==> src/rtl/sr_responder_pkg.sv <==
// Shared definitions for the serial configuration responder and its controller.
// FSM state type and the default word/counter sizes both sides agree on.
package sr_responder_pkg;

  localparam int unsigned SrWidth    = 170;
  localparam int unsigned SrCntWidth = 8;

  typedef enum logic [1:0] {
    StIdle,
    StShift,
    StLoad
  } sr_state_e;

endpackage

==> src/rtl/sr_responder_if.sv <==
// Serial link between the configuration controller and the responder.
interface sr_responder_if;
  logic sr_clk;
  logic sr_din;
  logic sr_load;
  logic sr_dout;

  modport master (
    output sr_clk,
    output sr_din,
    output sr_load,
    input  sr_dout
  );

  modport slave (
    input  sr_clk,
    input  sr_din,
    input  sr_load,
    output sr_dout
  );
endinterface

==> src/rtl/sr_sync_edge.sv <==
// Two-flop synchronizer with history flop and registered rising-edge pulse.
// level_o is delayed to stay aligned with rise_o.
module sr_sync_edge (
  input  logic clk_i,
  input  logic rst_ni,
  input  logic d_i,
  output logic level_o,
  output logic rise_o
);

  logic sync1_q, sync2_q, hist_q, level_q, rise_q;

  always_ff @(posedge clk_i or negedge rst_ni) begin
    if (!rst_ni) begin
      sync1_q <= 1'b0;
      sync2_q <= 1'b0;
      hist_q  <= 1'b0;
      level_q <= 1'b0;
      rise_q  <= 1'b0;
    end else begin
      sync1_q <= d_i;
      sync2_q <= sync1_q;
      hist_q  <= sync2_q;
      level_q <= sync2_q;
      rise_q  <= sync2_q & ~hist_q;
    end
  end

  assign level_o = level_q;
  assign rise_o  = rise_q;

endmodule

==> src/rtl/sr_responder.sv <==
// Serial configuration responder: shifts config in on sr_clk, latches it on sr_load.
// Optional bit-count check enabled by defining SR_RESPONDER_CNT_CHECK_EN.
module sr_responder
  import sr_responder_pkg::*;
#(
  parameter int unsigned WIDTH           = SrWidth,
  parameter int unsigned CNT_WIDTH       = SrCntWidth,
  parameter bit          SHIFT_DIRECTION = 1'b1
) (
  input  logic                 clk_in,
  input  logic                 rst_n,
  sr_responder_if.slave        sr,
  output logic [WIDTH-1:0]     cfg_q,
  output logic                 cfg_valid,
  output logic [CNT_WIDTH-1:0] bit_count,
  output logic                 busy,
  output logic                 cnt_err
);

  localparam logic [CNT_WIDTH-1:0] CntMax = {CNT_WIDTH{1'b1}};

  logic clk_lvl, clk_rise, din_lvl, din_rise, load_lvl, load_rise;
  logic unused_lvl;

  sr_sync_edge u_sync_clk (
    .clk_i  (clk_in),
    .rst_ni (rst_n),
    .d_i    (sr.sr_clk),
    .level_o(clk_lvl),
    .rise_o (clk_rise)
  );

  sr_sync_edge u_sync_din (
    .clk_i  (clk_in),
    .rst_ni (rst_n),
    .d_i    (sr.sr_din),
    .level_o(din_lvl),
    .rise_o (din_rise)
  );

  sr_sync_edge u_sync_load (
    .clk_i  (clk_in),
    .rst_ni (rst_n),
    .d_i    (sr.sr_load),
    .level_o(load_lvl),
    .rise_o (load_rise)
  );

  assign unused_lvl = clk_lvl ^ din_rise ^ load_lvl;

  logic [WIDTH-1:0]     sreg_q, sreg_d, sreg_shifted;
  logic [WIDTH-1:0]     cfg_word_q, cfg_word_d;
  logic [CNT_WIDTH-1:0] bit_cnt_q, bit_cnt_d, cnt_incl;
  sr_state_e            state_q, state_d;

  if (SHIFT_DIRECTION) begin : g_msb_first
    assign sreg_shifted = {sreg_q[WIDTH-2:0], din_lvl};
    assign sr.sr_dout   = sreg_q[WIDTH-1];
  end else begin : g_lsb_first
    assign sreg_shifted = {din_lvl, sreg_q[WIDTH-1:1]};
    assign sr.sr_dout   = sreg_q[0];
  end

  // A shift coinciding with a load is applied first and counted before the clear.
  always_comb begin
    sreg_d   = clk_rise ? sreg_shifted : sreg_q;
    cnt_incl = bit_cnt_q;
    if (clk_rise && (bit_cnt_q != CntMax)) begin
      cnt_incl = bit_cnt_q + 1'b1;
    end
    bit_cnt_d  = load_rise ? '0 : cnt_incl;
    cfg_word_d = load_rise ? sreg_d : cfg_word_q;
  end

  always_comb begin
    state_d = state_q;
    unique case (state_q)
      StIdle:  if (load_rise) state_d = StLoad;
               else if (clk_rise) state_d = StShift;
      StShift: if (load_rise) state_d = StLoad;
      StLoad:  if (load_rise) state_d = StLoad;
               else if (clk_rise) state_d = StShift;
               else state_d = StIdle;
      default: state_d = StIdle;
    endcase
  end

  always_ff @(posedge clk_in or negedge rst_n) begin
    if (!rst_n) begin
      sreg_q     <= '0;
      cfg_word_q <= '0;
      bit_cnt_q  <= '0;
      state_q    <= StIdle;
    end else begin
      sreg_q     <= sreg_d;
      cfg_word_q <= cfg_word_d;
      bit_cnt_q  <= bit_cnt_d;
      state_q    <= state_d;
    end
  end

`ifdef SR_RESPONDER_CNT_CHECK_EN
  logic cnt_err_q;

  always_ff @(posedge clk_in or negedge rst_n) begin
    if (!rst_n) begin
      cnt_err_q <= 1'b0;
    end else if (load_rise) begin
      cnt_err_q <= (cnt_incl != CNT_WIDTH'(WIDTH));
    end
  end

  assign cnt_err = cnt_err_q;
`else
  assign cnt_err = 1'b0;
`endif

  assign cfg_q     = cfg_word_q;
  assign bit_count = bit_cnt_q;
  assign busy      = (state_q == StShift);
  assign cfg_valid = (state_q == StLoad);

endmodule

==> src/flat_wrapper.sv <==
// flat-port wrapper written by rule: the top's interface ports become plain ports
module sr_responder_flat import sr_responder_pkg::*;
#(
  parameter int unsigned WIDTH           = SrWidth,
  parameter int unsigned CNT_WIDTH       = SrCntWidth,
  parameter bit          SHIFT_DIRECTION = 1'b1
)
  (clk_in, rst_n, cfg_q, cfg_valid, bit_count, busy, cnt_err, sr_sr_clk, sr_sr_din, sr_sr_load, sr_sr_dout);
  sr_responder_if sr_i ();
  input  logic clk_in;
  input  logic rst_n;
  output logic [WIDTH-1:0] cfg_q;
  output logic cfg_valid;
  output logic [CNT_WIDTH-1:0] bit_count;
  output logic busy;
  output logic cnt_err;
  input wire logic [$bits(sr_i.sr_clk)-1:0] sr_sr_clk;
  input wire logic [$bits(sr_i.sr_din)-1:0] sr_sr_din;
  input wire logic [$bits(sr_i.sr_load)-1:0] sr_sr_load;
  output wire logic [$bits(sr_i.sr_dout)-1:0] sr_sr_dout;
  assign sr_i.sr_clk = sr_sr_clk;
  assign sr_i.sr_din = sr_sr_din;
  assign sr_i.sr_load = sr_sr_load;
  assign sr_sr_dout = sr_i.sr_dout;
  sr_responder #(.WIDTH(WIDTH), .CNT_WIDTH(CNT_WIDTH), .SHIFT_DIRECTION(SHIFT_DIRECTION)) u_core (.clk_in(clk_in), .rst_n(rst_n), .sr(sr_i), .cfg_q(cfg_q), .cfg_valid(cfg_valid), .bit_count(bit_count), .busy(busy), .cnt_err(cnt_err));
endmodule
==> config.mk <==
export PLATFORM = sky130hd
export DESIGN_NAME = sr_responder_flat
export DESIGN_NICKNAME = d
export VERILOG_FILES = /design/src/rtl/sr_responder_pkg.sv /design/src/rtl/sr_responder_if.sv /design/src/rtl/sr_sync_edge.sv /design/src/rtl/sr_responder.sv /design/src/flat_wrapper.sv
export SDC_FILE = /design/constraint.sdc
export NUM_CORES = 1
export LEC_CHECK = 0
export CAP_MARGIN = 10
export CELL_PAD_IN_SITES_DETAIL_PLACEMENT = 0
export CELL_PAD_IN_SITES_GLOBAL_PLACEMENT = 1
export CORE_ASPECT_RATIO = 1.5
export CORE_MARGIN = 2
export CORE_UTILIZATION = 46
export DETAILED_ROUTE_END_ITERATION = 8
export GPL_TIMING_DRIVEN = 0
export PLACE_DENSITY_LB_ADDON = 0.1
export SLEW_MARGIN = 20
export SYNTH_ARGS = -nofsm -noshare
export SYNTH_HDL_FRONTEND = slang
export SYNTH_SLANG_ARGS = --single-unit
export TNS_END_PERCENT = 1
==> constraint.sdc <==
create_clock -name clk_in -period 2.42 [get_ports clk_in]
set_clock_uncertainty 0.2 [all_clocks]
set_input_delay 0.242 -clock clk_in [delete_from_list [all_inputs] [get_ports clk_in]]
set_output_delay 0.242 -clock clk_in [all_outputs]
set_load 0.01 [all_outputs]
==> flow_summary.ini <==
[timing]
hold_viol_final = 0
min_period_ns = 2.082
finalMaxSlewViolations = 0
finalCritPeriodShare_pct = 86.03
rsz0062_at_grt = no
setup_tns_ns = 0
finalSetupViolCount = 0
worst_slack_ns = 0.3381
clock.fmax_mhz = 480.3
slew_headroom_pct = 53.99
tightest_slew_ns = 0.6901

[worst_setup_path]
critPathRequiredTime_ns = 1.98
path_class = reg2out
crit_fanout = 5
cp.arrival_ns = 1.64
cp-start-kind = register
end_kind = primary output

[yosys]
synth_top_family_by_area = multiplexers
synth-seq-area-share_pct = 65.37
syn_nets = 792
synthCells = 786
synthSimpleGateAreaFrac_pct = 1.114
postSynthAreaPerCell_um2 = 17.58
yosys.area_share.adder_pct = 0.09054
synth-xor-area-share_pct = 0
synthMuxAreaShare_pct = 30.60
synth-warning-count = 0
syn_area_um2 = 13820
yosys.cell_types.count = 28
ys_ff_latch = 361
synth_compound_area_share_pct = 0.6700

[pwr]
netSwitchingPower_mw = 2.880
swShare_pct = 21.92
total_power_mw = 13.14
sequentialPowerShare_pct = 49.0
ir_drop_v = 0.0005799
p_int_mw = 10.26
p_per_area_nw_per_um2 = 749.9
p_clk_share_pct = 43.4
leakagePower_nw = 8.527
pwr-share-comb_pct = 7.6

[cts]
tritoncts = yes
cts_hold_buf = 4
clockBufferDepth = 3
clk_latency_ns = 0.52
cts_root_buf = clkbuf_16
h-tree-depth = 2
clock_sink_count = 361
cts_setup_buffers = 0
cts_made_buffers = 36
cts_resized = 0
clkTransAtPathRegs_ns = 0.06

[global_routing]
grt_first_pass_wirelength_mm = 40.62
gr-total-overflow = 0
grt_max_degree = 103
antenna_found_initial = 0
grt_pass1_vias = 7730
track_usage_pct = 15.93

[detailed_routing]
wl_per_cell_um = 17.06
routed_wl_mm = 24.52
drt_pass1_iterations = 4
avgViaCountPerCell = 4.945
drcViolationCount = 0
drt_iter0_drc = 235
ant_nets = 0
vias = 7106

[finish]
final_nets = 1022
fillers = 2331
syn_to_final_growth_pct = 26.76
drive_gt1_share_pct = 42.32
fin_util_pct = 59.23
stdcell_count = 1437
diodes = 0
register_area_um2 = 9034
multi_input_area_um2 = 4492

[placed_design]
hpwl_mm = 16.28
port-buffer-count = 185
place_ws_ns = 0.4103
place_inst = 1369
routabilityCongestion = 0.7272

[floorplan]
ios = 187
core_area_um2 = 29580
die_area_um2 = 31470
start_util_pct = 46.72
rows = 77
fp.dieW_um = 145.5
die_height_um = 216.3

[outcome]
status = completed

[hold_path]
min_path_type = in2async

[job]
drv_cap = 0
## synth_stat cells, drive strengths merged
library cell,instances,area share (%)
a311oi,1,0.063
nand2,1,0.027
a21boi,2,0.11
nand2b,3,0.14
a31oi,3,0.14
nor3,3,0.11
nor2,2,0.054
conb,1,0.027
o21ai,1,0.036
a21oi,3,0.11
nor2b,7,0.32
and4,4,0.25
inv,1,0.027
a211oi,4,0.22
dfrtp,361,65
and3,1,0.045
buf,37,2.0
mux2,341,31
nand3,1,0.036
or3,1,0.045
nand4,2,0.091
clkbuf,4,0.11
ha,1,0.091
mux2i,1,0.072
## critical path, stage by stage, from the launching register on
cell             delay, ns
dfrtp_1               0.40
nor2b_1               0.18
clkdlybuf4s50_1       0.55
## per-layer routing
layer	part of all wire [%]	wire [µm]	vias to the layer above	track usage (%)
met5	0	0	-	0
met4	2.4	589	0	5.261
met3	6.9	1692	37	5.158
li1	-	-	3250	-
met1	42	10230	3655	19.78
met2	49	12010	164	26.49
## power groups by stage
stage	Clock [mW]	Sequential, mW	Combinational, mW
finish	5.70	6.44	1.00
global route	6.14	6.46	1.09
CTS	5.90	6.44	1.03
detailed placement	0	6.56	1.02
global placement	0	6.57	0.991
floorplan	0	6.56	0.472
## metrics by stage
step	area, µm²	hold WS, ns
final	17520	0.1442
after global routing	17520	0.1690
after CTS	17520	0.1468
after detailed placement	16250	0.1165
after global placement	16170	0.1345
after floorplan	13820	-0.2536
## area by class of cell
| class | count | area share, % |
|---|---|---|
| Sequential cell | 361 | 51.57 |
| Multi-Input combinational cell | 383 | 25.64 |
| Timing Repair Buffer | 192 | 11.30 |
| Clock buffer | 52 | 6.178 |
| Tap cell | 395 | 2.821 |
| Buffer | 41 | 1.657 |
| Clock inverter | 12 | 0.8142 |
| Inverter | 1 | 0.02143 |
## placed cells by master (no fill, tap or decap), types with 3 or more instances in the layout
master | netlist | final
buf_2 | 22 | 22
nand2b_1 | 3 | 3
mux2_4 | 101 | 101
nor3_1 | 3 | 3
dlygate4sd3_1 | 0 | 4
buf_16 | 0 | 3
a211oi_1 | 4 | 4
clkbuf_1 | 4 | 9
clkbuf_16 | 0 | 37
bufinv_16 | 0 | 3
and4_1 | 4 | 4
mux2_2 | 240 | 240
buf_6 | 14 | 14
dfrtp_1 | 361 | 361
clkbuf_8 | 0 | 10
a31oi_1 | 3 | 3
clkdlybuf4s50_1 | 0 | 184
a21oi_1 | 3 | 3
clkinv_2 | 0 | 7
nor2b_1 | 7 | 7
## sequential cells by signal, indices dropped and copies added, names as in the netlist, 2 cells and up
signal            flops
u_core.cfg_q        170
u_core.sreg_q       170
u_core.state_q        2
u_core.bit_count      8
## path summary, 6_finish.rpt
path	startpoint	endpoint	slack, ns	cells past startpoint
min reg2reg	u_core.u_sync_clk.sync1_q	u_core.u_sync_clk.sync2_q	0.15	0
min in group clk_in	u_core.u_sync_clk.sync1_q	u_core.u_sync_clk.sync2_q	0.15	0
max	u_core.state_q[0]	busy	0.34	2
max reg2reg	u_core.u_sync_load.rise_o	u_core.cfg_q[34]	0.47	3
max in group asynchronous	rst_n	u_core.sreg_q[71]	0.61	4
min	rst_n	u_core.cfg_q[160]	0.14	2
## cells by family after synthesis
kind of cell,Yosys count
and+or+nand+nor,25
DFF,361
other,1
muxes,342
AOI/OAI and AO/OA,14
adders and majority gates,1
buffers and inverters,42
No activity file was read; power rests on OpenSTA's default activity.
